==> src/rtl/mm_timer_responder.sv <==
// Memory-mapped timer: prescaled 32-bit up-counter with compare match,
// one-shot/auto-reload modes, sticky W1C match flag and interrupt line.
// Optional input capture is built when MM_TIMER_CAPTURE_EN is defined.
module mm_timer_responder #(
  parameter logic [31:0] BASE_ADDR   = 32'h1000_0100,
  parameter int unsigned PRESC_WIDTH = 16
) (
  input  logic        clk,
  input  logic        rst,
  input  logic        re,
  input  logic        we,
  input  logic [31:0] A,
  input  logic [31:0] WD,
  input  logic        cap_in,
  output logic [31:0] RD,
  output logic        irq
);

  localparam logic [5:0] OffCtrl    = 6'd0;
  localparam logic [5:0] OffPresc   = 6'd1;
  localparam logic [5:0] OffCount   = 6'd2;
  localparam logic [5:0] OffCompare = 6'd3;
  localparam logic [5:0] OffStatus  = 6'd4;
  localparam logic [5:0] OffCapture = 6'd5;

  typedef enum logic [1:0] {StIdle, StRun, StHalt} state_e;

  state_e                 state_q;
  logic [2:0]             ctrl_q;  // {IRQ_EN, AUTO_RELOAD, EN}
  logic [PRESC_WIDTH-1:0] presc_q;
  logic [PRESC_WIDTH-1:0] presc_cnt_q;
  logic [31:0]            count_q;
  logic [31:0]            compare_q;
  logic                   match_q;
  logic [31:0]            capture;

  logic       sel;
  logic [5:0] offset;
  logic       wr_ctrl, wr_presc, wr_count, wr_compare, wr_status;
  logic       tick, hit, enter_run;
  logic       unused_addr;

  assign sel         = (A[31:8] == BASE_ADDR[31:8]);
  assign offset      = A[7:2];
  assign unused_addr = ^A[1:0];

  // Decode bus writes into per-register strobes.
  always_comb begin
    wr_ctrl    = 1'b0;
    wr_presc   = 1'b0;
    wr_count   = 1'b0;
    wr_compare = 1'b0;
    wr_status  = 1'b0;
    if (we && sel) begin
      case (offset)
        OffCtrl:    wr_ctrl    = 1'b1;
        OffPresc:   wr_presc   = 1'b1;
        OffCount:   wr_count   = 1'b1;
        OffCompare: wr_compare = 1'b1;
        OffStatus:  wr_status  = 1'b1;
        default:    ;
      endcase
    end
  end

  assign tick = (state_q == StRun) && (presc_cnt_q == presc_q);
  // A software COUNT write on a tick suppresses match evaluation.
  assign hit  = tick && !wr_count && (count_q == compare_q);
  assign enter_run = (((state_q == StIdle) || (state_q == StHalt)) && wr_ctrl && WD[0]) ||
                     ((state_q == StHalt) && wr_count && ctrl_q[0]);

  // Timer state: registers, counter, match flag, FSM and prescaler.
  always_ff @(posedge clk or negedge rst) begin
    if (!rst) begin
      state_q     <= StIdle;
      ctrl_q      <= '0;
      presc_q     <= '0;
      presc_cnt_q <= '0;
      count_q     <= '0;
      compare_q   <= 32'hFFFF_FFFF;
      match_q     <= 1'b0;
    end else begin
      if (wr_ctrl)    ctrl_q    <= WD[2:0];
      if (wr_presc)   presc_q   <= WD[PRESC_WIDTH-1:0];
      if (wr_compare) compare_q <= WD;

      if (wr_count) begin
        count_q <= WD;
      end else if (tick) begin
        if (count_q == compare_q) begin
          if (ctrl_q[1]) count_q <= '0;
        end else begin
          count_q <= count_q + 32'd1;
        end
      end

      // Set beats a simultaneous W1C so a fresh match is never lost.
      if (hit) begin
        match_q <= 1'b1;
      end else if (wr_status && WD[0]) begin
        match_q <= 1'b0;
      end

      unique case (state_q)
        StIdle: if (wr_ctrl && WD[0]) state_q <= StRun;
        StRun: begin
          if (wr_ctrl && !WD[0]) begin
            state_q <= StIdle;
          end else if (hit && !ctrl_q[1]) begin
            state_q <= StHalt;
          end
        end
        StHalt: begin
          if (wr_ctrl) begin
            state_q <= WD[0] ? StRun : StIdle;
          end else if (wr_count && ctrl_q[0]) begin
            state_q <= StRun;
          end
        end
        default: state_q <= StIdle;
      endcase

      if (enter_run || wr_presc || wr_count) begin
        presc_cnt_q <= '0;
      end else if (state_q == StRun) begin
        presc_cnt_q <= tick ? '0 : presc_cnt_q + PRESC_WIDTH'(1);
      end
    end
  end

`ifdef MM_TIMER_CAPTURE_EN
  logic        cap_meta_q, cap_sync_q, cap_prev_q;
  logic [31:0] capture_q;

  // Synchronize cap_in and latch the pre-update COUNT on its rising edge.
  always_ff @(posedge clk or negedge rst) begin
    if (!rst) begin
      cap_meta_q <= 1'b0;
      cap_sync_q <= 1'b0;
      cap_prev_q <= 1'b0;
      capture_q  <= '0;
    end else begin
      cap_meta_q <= cap_in;
      cap_sync_q <= cap_meta_q;
      cap_prev_q <= cap_sync_q;
      if (cap_sync_q && !cap_prev_q) capture_q <= count_q;
    end
  end

  assign capture = capture_q;
`else
  logic unused_cap;

  assign unused_cap = cap_in;
  assign capture    = '0;
`endif

  // Combinational read mux; RD is zero unless a selected read is in progress.
  always_comb begin
    logic [31:0] presc_ext;
    presc_ext                    = '0;
    presc_ext[PRESC_WIDTH-1:0]   = presc_q;
    RD                           = '0;
    if (re && sel) begin
      case (offset)
        OffCtrl:    RD = {29'd0, ctrl_q};
        OffPresc:   RD = presc_ext;
        OffCount:   RD = count_q;
        OffCompare: RD = compare_q;
        OffStatus:  RD = {31'd0, match_q};
        OffCapture: RD = capture;
        default:    RD = '0;
      endcase
    end
  end

  assign irq = match_q & ctrl_q[2];

endmodule

==> config.mk <==
export PLATFORM = sky130hd
export DESIGN_NAME = mm_timer_responder
export DESIGN_NICKNAME = d
export VERILOG_FILES = /design/src/rtl/mm_timer_responder.sv
export SDC_FILE = /design/constraint.sdc
export NUM_CORES = 1
export LEC_CHECK = 0
export BUFFER_PORTS_ARGS = -buffer_cell sky130_fd_sc_hd__clkbuf_2
export CAP_MARGIN = 20
export CORE_MARGIN = 10
export CORE_UTILIZATION = 37
export CTS_CLUSTER_DIAMETER = 30
export DETAILED_ROUTE_END_ITERATION = 16
export SYNTH_ARGS = -nofsm -noshare
export SYNTH_HDL_FRONTEND = slang
export SYNTH_SLANG_ARGS = --single-unit
==> constraint.sdc <==
create_clock -name clk -period 2.9 [get_ports clk]
set_clock_uncertainty 0.2 [all_clocks]
set_input_delay 0.29 -clock clk [delete_from_list [all_inputs] [get_ports clk]]
set_output_delay 0.29 -clock clk [all_outputs]
set_load 0.02 [all_outputs]
==> impl_metrics.py <==
metrics = {
    "status": {
        "status": "finished clean",
    },
    "power_and_ir_drop": {
        "ir_worst_vdd_mv": 0.320,
        "power_frac_seq": 0.473,
        "power_density_nw_per_um2": 382,
        "internal_power_mw": 2.36,
        "power_leakage_nw": 3.26,
        "power_frac_clock": 0.472,
        "combPwrFrac": 0.055,
        "switchingPower_mw": 0.645,
        "swShare": 0.214,
    },
    "detailed_routing": {
        "avgRoutedWirePerCell_um": 19.7,
        "vias": 5687,
        "antenna_left": 0,
        "drt_iter0_markers": 451,
        "drc": 0,
        "routed_via_density": 5.60,
        "drt_wl_total_mm": 20.0,
        "dr.pass1.iters": 5,
    },
    "sta": {
        "finalWorstSetupSlack_ns": 0.126,
        "relSlewSlack": 0.485,
        "tightest_slew_ns": 0.772,
        "hold_viol": 0,
        "period_share": 0.957,
        "finalSetupTns_ns": 0,
        "setup_viol": 0,
        "post-route-min-period_ns": 2.77,
        "max_freq_ghz": 0.360,
        "holdWs_ns": 0.00789,
        "grt_setup_unrepaired": "no",
        "drv_slew": 0,
    },
    "worst_hold_path": {
        "hp-class": "in -> reg",
    },
    "critical_path": {
        "cp_max_fo": 3,
        "rr_startpoint": "presc_q[3]",
        "r2r_setup_slack_ns": 0.13,
        "required_ns": 3.00,
        "crit_start": "presc_q[3]",
        "crit_path_start_kind": "flip-flop",
        "critPathKind": "reg -> reg",
        "r2r_end": "count_q[24]",
        "cp-end-kind": "flip-flop",
        "cp-endpoint": "count_q[24]",
        "r2r_cells": 6,
        "arrival_ns": 2.87,
    },
    "floorplanning": {
        "die_x_um": 151,
        "rows": 47,
        "core-area_sq_um": 16800,
        "ioPinCount": 102,
        "initial_utilization": 0.381,
        "die_h_um": 151,
        "dieArea_sq_um": 22900,
    },
    "global_route": {
        "grt_overflow_total": 0,
        "grt_pass1_wl_mm": 31.6,
        "grt_max_degree": 57,
        "antenna_found_initial": 0,
        "grt_pass1_vias": 5686,
        "grtUsageTotal": 0.176,
    },
    "logic_synthesis": {
        "syn_area_per_cell_sq_um": 9.65,
        "syn_inst": 661,
        "synthesis.nets": 732,
        "ys_seq_area_frac": 0.406,
        "ys_ff_latch": 102,
        "synthArstFlopShare": 1.00,
        "yosysUniqueCellTypes": 58,
        "synth_ff_type": "dfrtp_1",
        "synth-edff-count": 0,
        "ys_warn_count": 0,
        "syn_area_sq_um": 6380,
    },
    "placed_design": {
        "place_ws_ns": 0.0299,
        "dpl.hpwl_mm": 15.3,
        "dpl.cell_count": 981,
        "portBuffers": 98,
        "gp_congestion": 0.901,
    },
    "clocking": {
        "tritoncts": "yes",
        "cts_buffer_depth": 2,
        "cts_buffers": 9,
        "cts_root_buf": "clkbuf_16",
        "cts.sinks": 102,
        "htreeDepth": 3,
        "clk_latency_ns": 0.36,
        "clkTransAtPathRegs_ns": 0.07,
    },
    "finish": {
        "fin_nets": 861,
        "stdcell_count": 1015,
        "drive_above_1_share": 0.335,
        "n_antenna_cell": 0,
        "final_common_cell": "clkbuf_2",
        "final_cell_mix": "97 x clkbuf_2, 70 x dfrtp_1, 67 x nand2_1, 58 x nor2_1, 58 x mux2_2",
        "syn_to_final_growth_pct": 23.3,
        "fillers": 1620,
    },
    "run": {
        "cap_violations": 0,
    },
}
registers in the layout, summed over array words and instances, names as in the netlist:
signal,cells
presc_cnt_q,16
match_q,1
compare_q,32
presc_q,16
count_q,32
state_q,2
ctrl_q,3
Yosys cell counts (all sizes together), types with 5 or more instances:
cell type / instances / area [sq um]
and3: 7 / 43.8
nand3: 27 / 135
nand4b: 9 / 78.8
nand4: 23 / 144
and4: 5 / 43.8
a211o: 8 / 70.1
dfrtp: 70 / 1750
a21oi: 13 / 65.1
nand2: 68 / 255
a22oi: 18 / 135
nor2: 60 / 228
nor3: 20 / 110
o21ai: 23 / 115
and2: 6 / 37.5
clkbuf: 22 / 82.6
mux2i: 16 / 160
nor3b: 5 / 42.5
inv: 10 / 37.5
xor2: 17 / 156
nor4: 13 / 93.8
dfstp: 32 / 841
xnor2: 44 / 385
buf: 16 / 81.3
a21boi: 13 / 97.6
nor2b: 6 / 37.5
mux2: 63 / 709
cell type report:
cell class | count | area [sq um] | area share
multi-input cells | 511 | 3620 | 0.460
repair buffers | 156 | 996 | 0.127
well taps | 220 | 275 | 0.0350
clock inverters | 4 | 95.1 | 0.0121
inverters | 10 | 37.5 | 0.00477
clock buffers | 12 | 246 | 0.0313
flip-flops and latches | 102 | 2590 | 0.330
stage by stage:
stage               area, sq um  total power, mW   util
floorplan                  6380             1.49      -
global placement           7310             1.60  0.436
detailed placement         7310             1.60  0.436
CTS                        7820             3.03  0.467
global route               7860             3.11  0.469
finish                     7860             3.01  0.469
power groups by stage:
stage	logic [mW]	registers (mW)	clock network (mW)
after global placement	0.147	1.45	0
after global routing	0.183	1.42	1.50
after CTS	0.167	1.42	1.44
final	0.165	1.42	1.42
after floorplan	0.0413	1.45	0
after detailed placement	0.148	1.45	0
cells by family (layout without fill, tap and decap cells):
group,after synthesis,in the layout,synth area share
flip-flops,102,102,0.406
AND/OR/NAND/NOR,271,271,0.222
multiplexers,82,82,0.147
adder cells (fa/ha/maj),2,2,0.00392
buffers and inverters,48,182,0.0316
AO/OA/AOI/OAI,95,95,0.105
XOR/XNOR,61,61,0.0849
worst max-delay path, cell delays in order, from the launching register on:
cell      delay (ns)
dfrtp_1         0.43
xor2_1          0.19
nand2b_1        0.17
or4b_1          0.63
or4_1           0.69
nor4_1          0.27
a211o_1         0.12
how the worst min path moves through the flow:
stage,to,from,depth (start not counted),slack (ns)
after floorplan,count_q[0],rst,0,-0.21
after global placement,count_q[18],rst,1,0.21
after detailed placement,count_q[18],rst,1,0.21
after CTS,compare_q[25],WD[25],2,0.002
after global routing,compare_q[25],WD[25],2,0.001
final,count_q[20],WD[20],3,0.008
repair_timing:
item | in CTS | in global routing
hold endpoints to repair | 68 | 0
resized for setup | 0 | 7
endpoints found under the setup margin | 0 | 24
buffers inserted | 0 | 1
hold buffers | 17 | 0
layer usage:
layer  vias to the layer above  part of all wire  GRT usage
met1                      2832              0.46      0.243
met3                        16             0.072     0.0346
met5                         -                 0          0
met4                         0             0.014     0.0481
met2                       201              0.46      0.275
li1                       2638                 -          -
(Power assumes the default switching activity.)
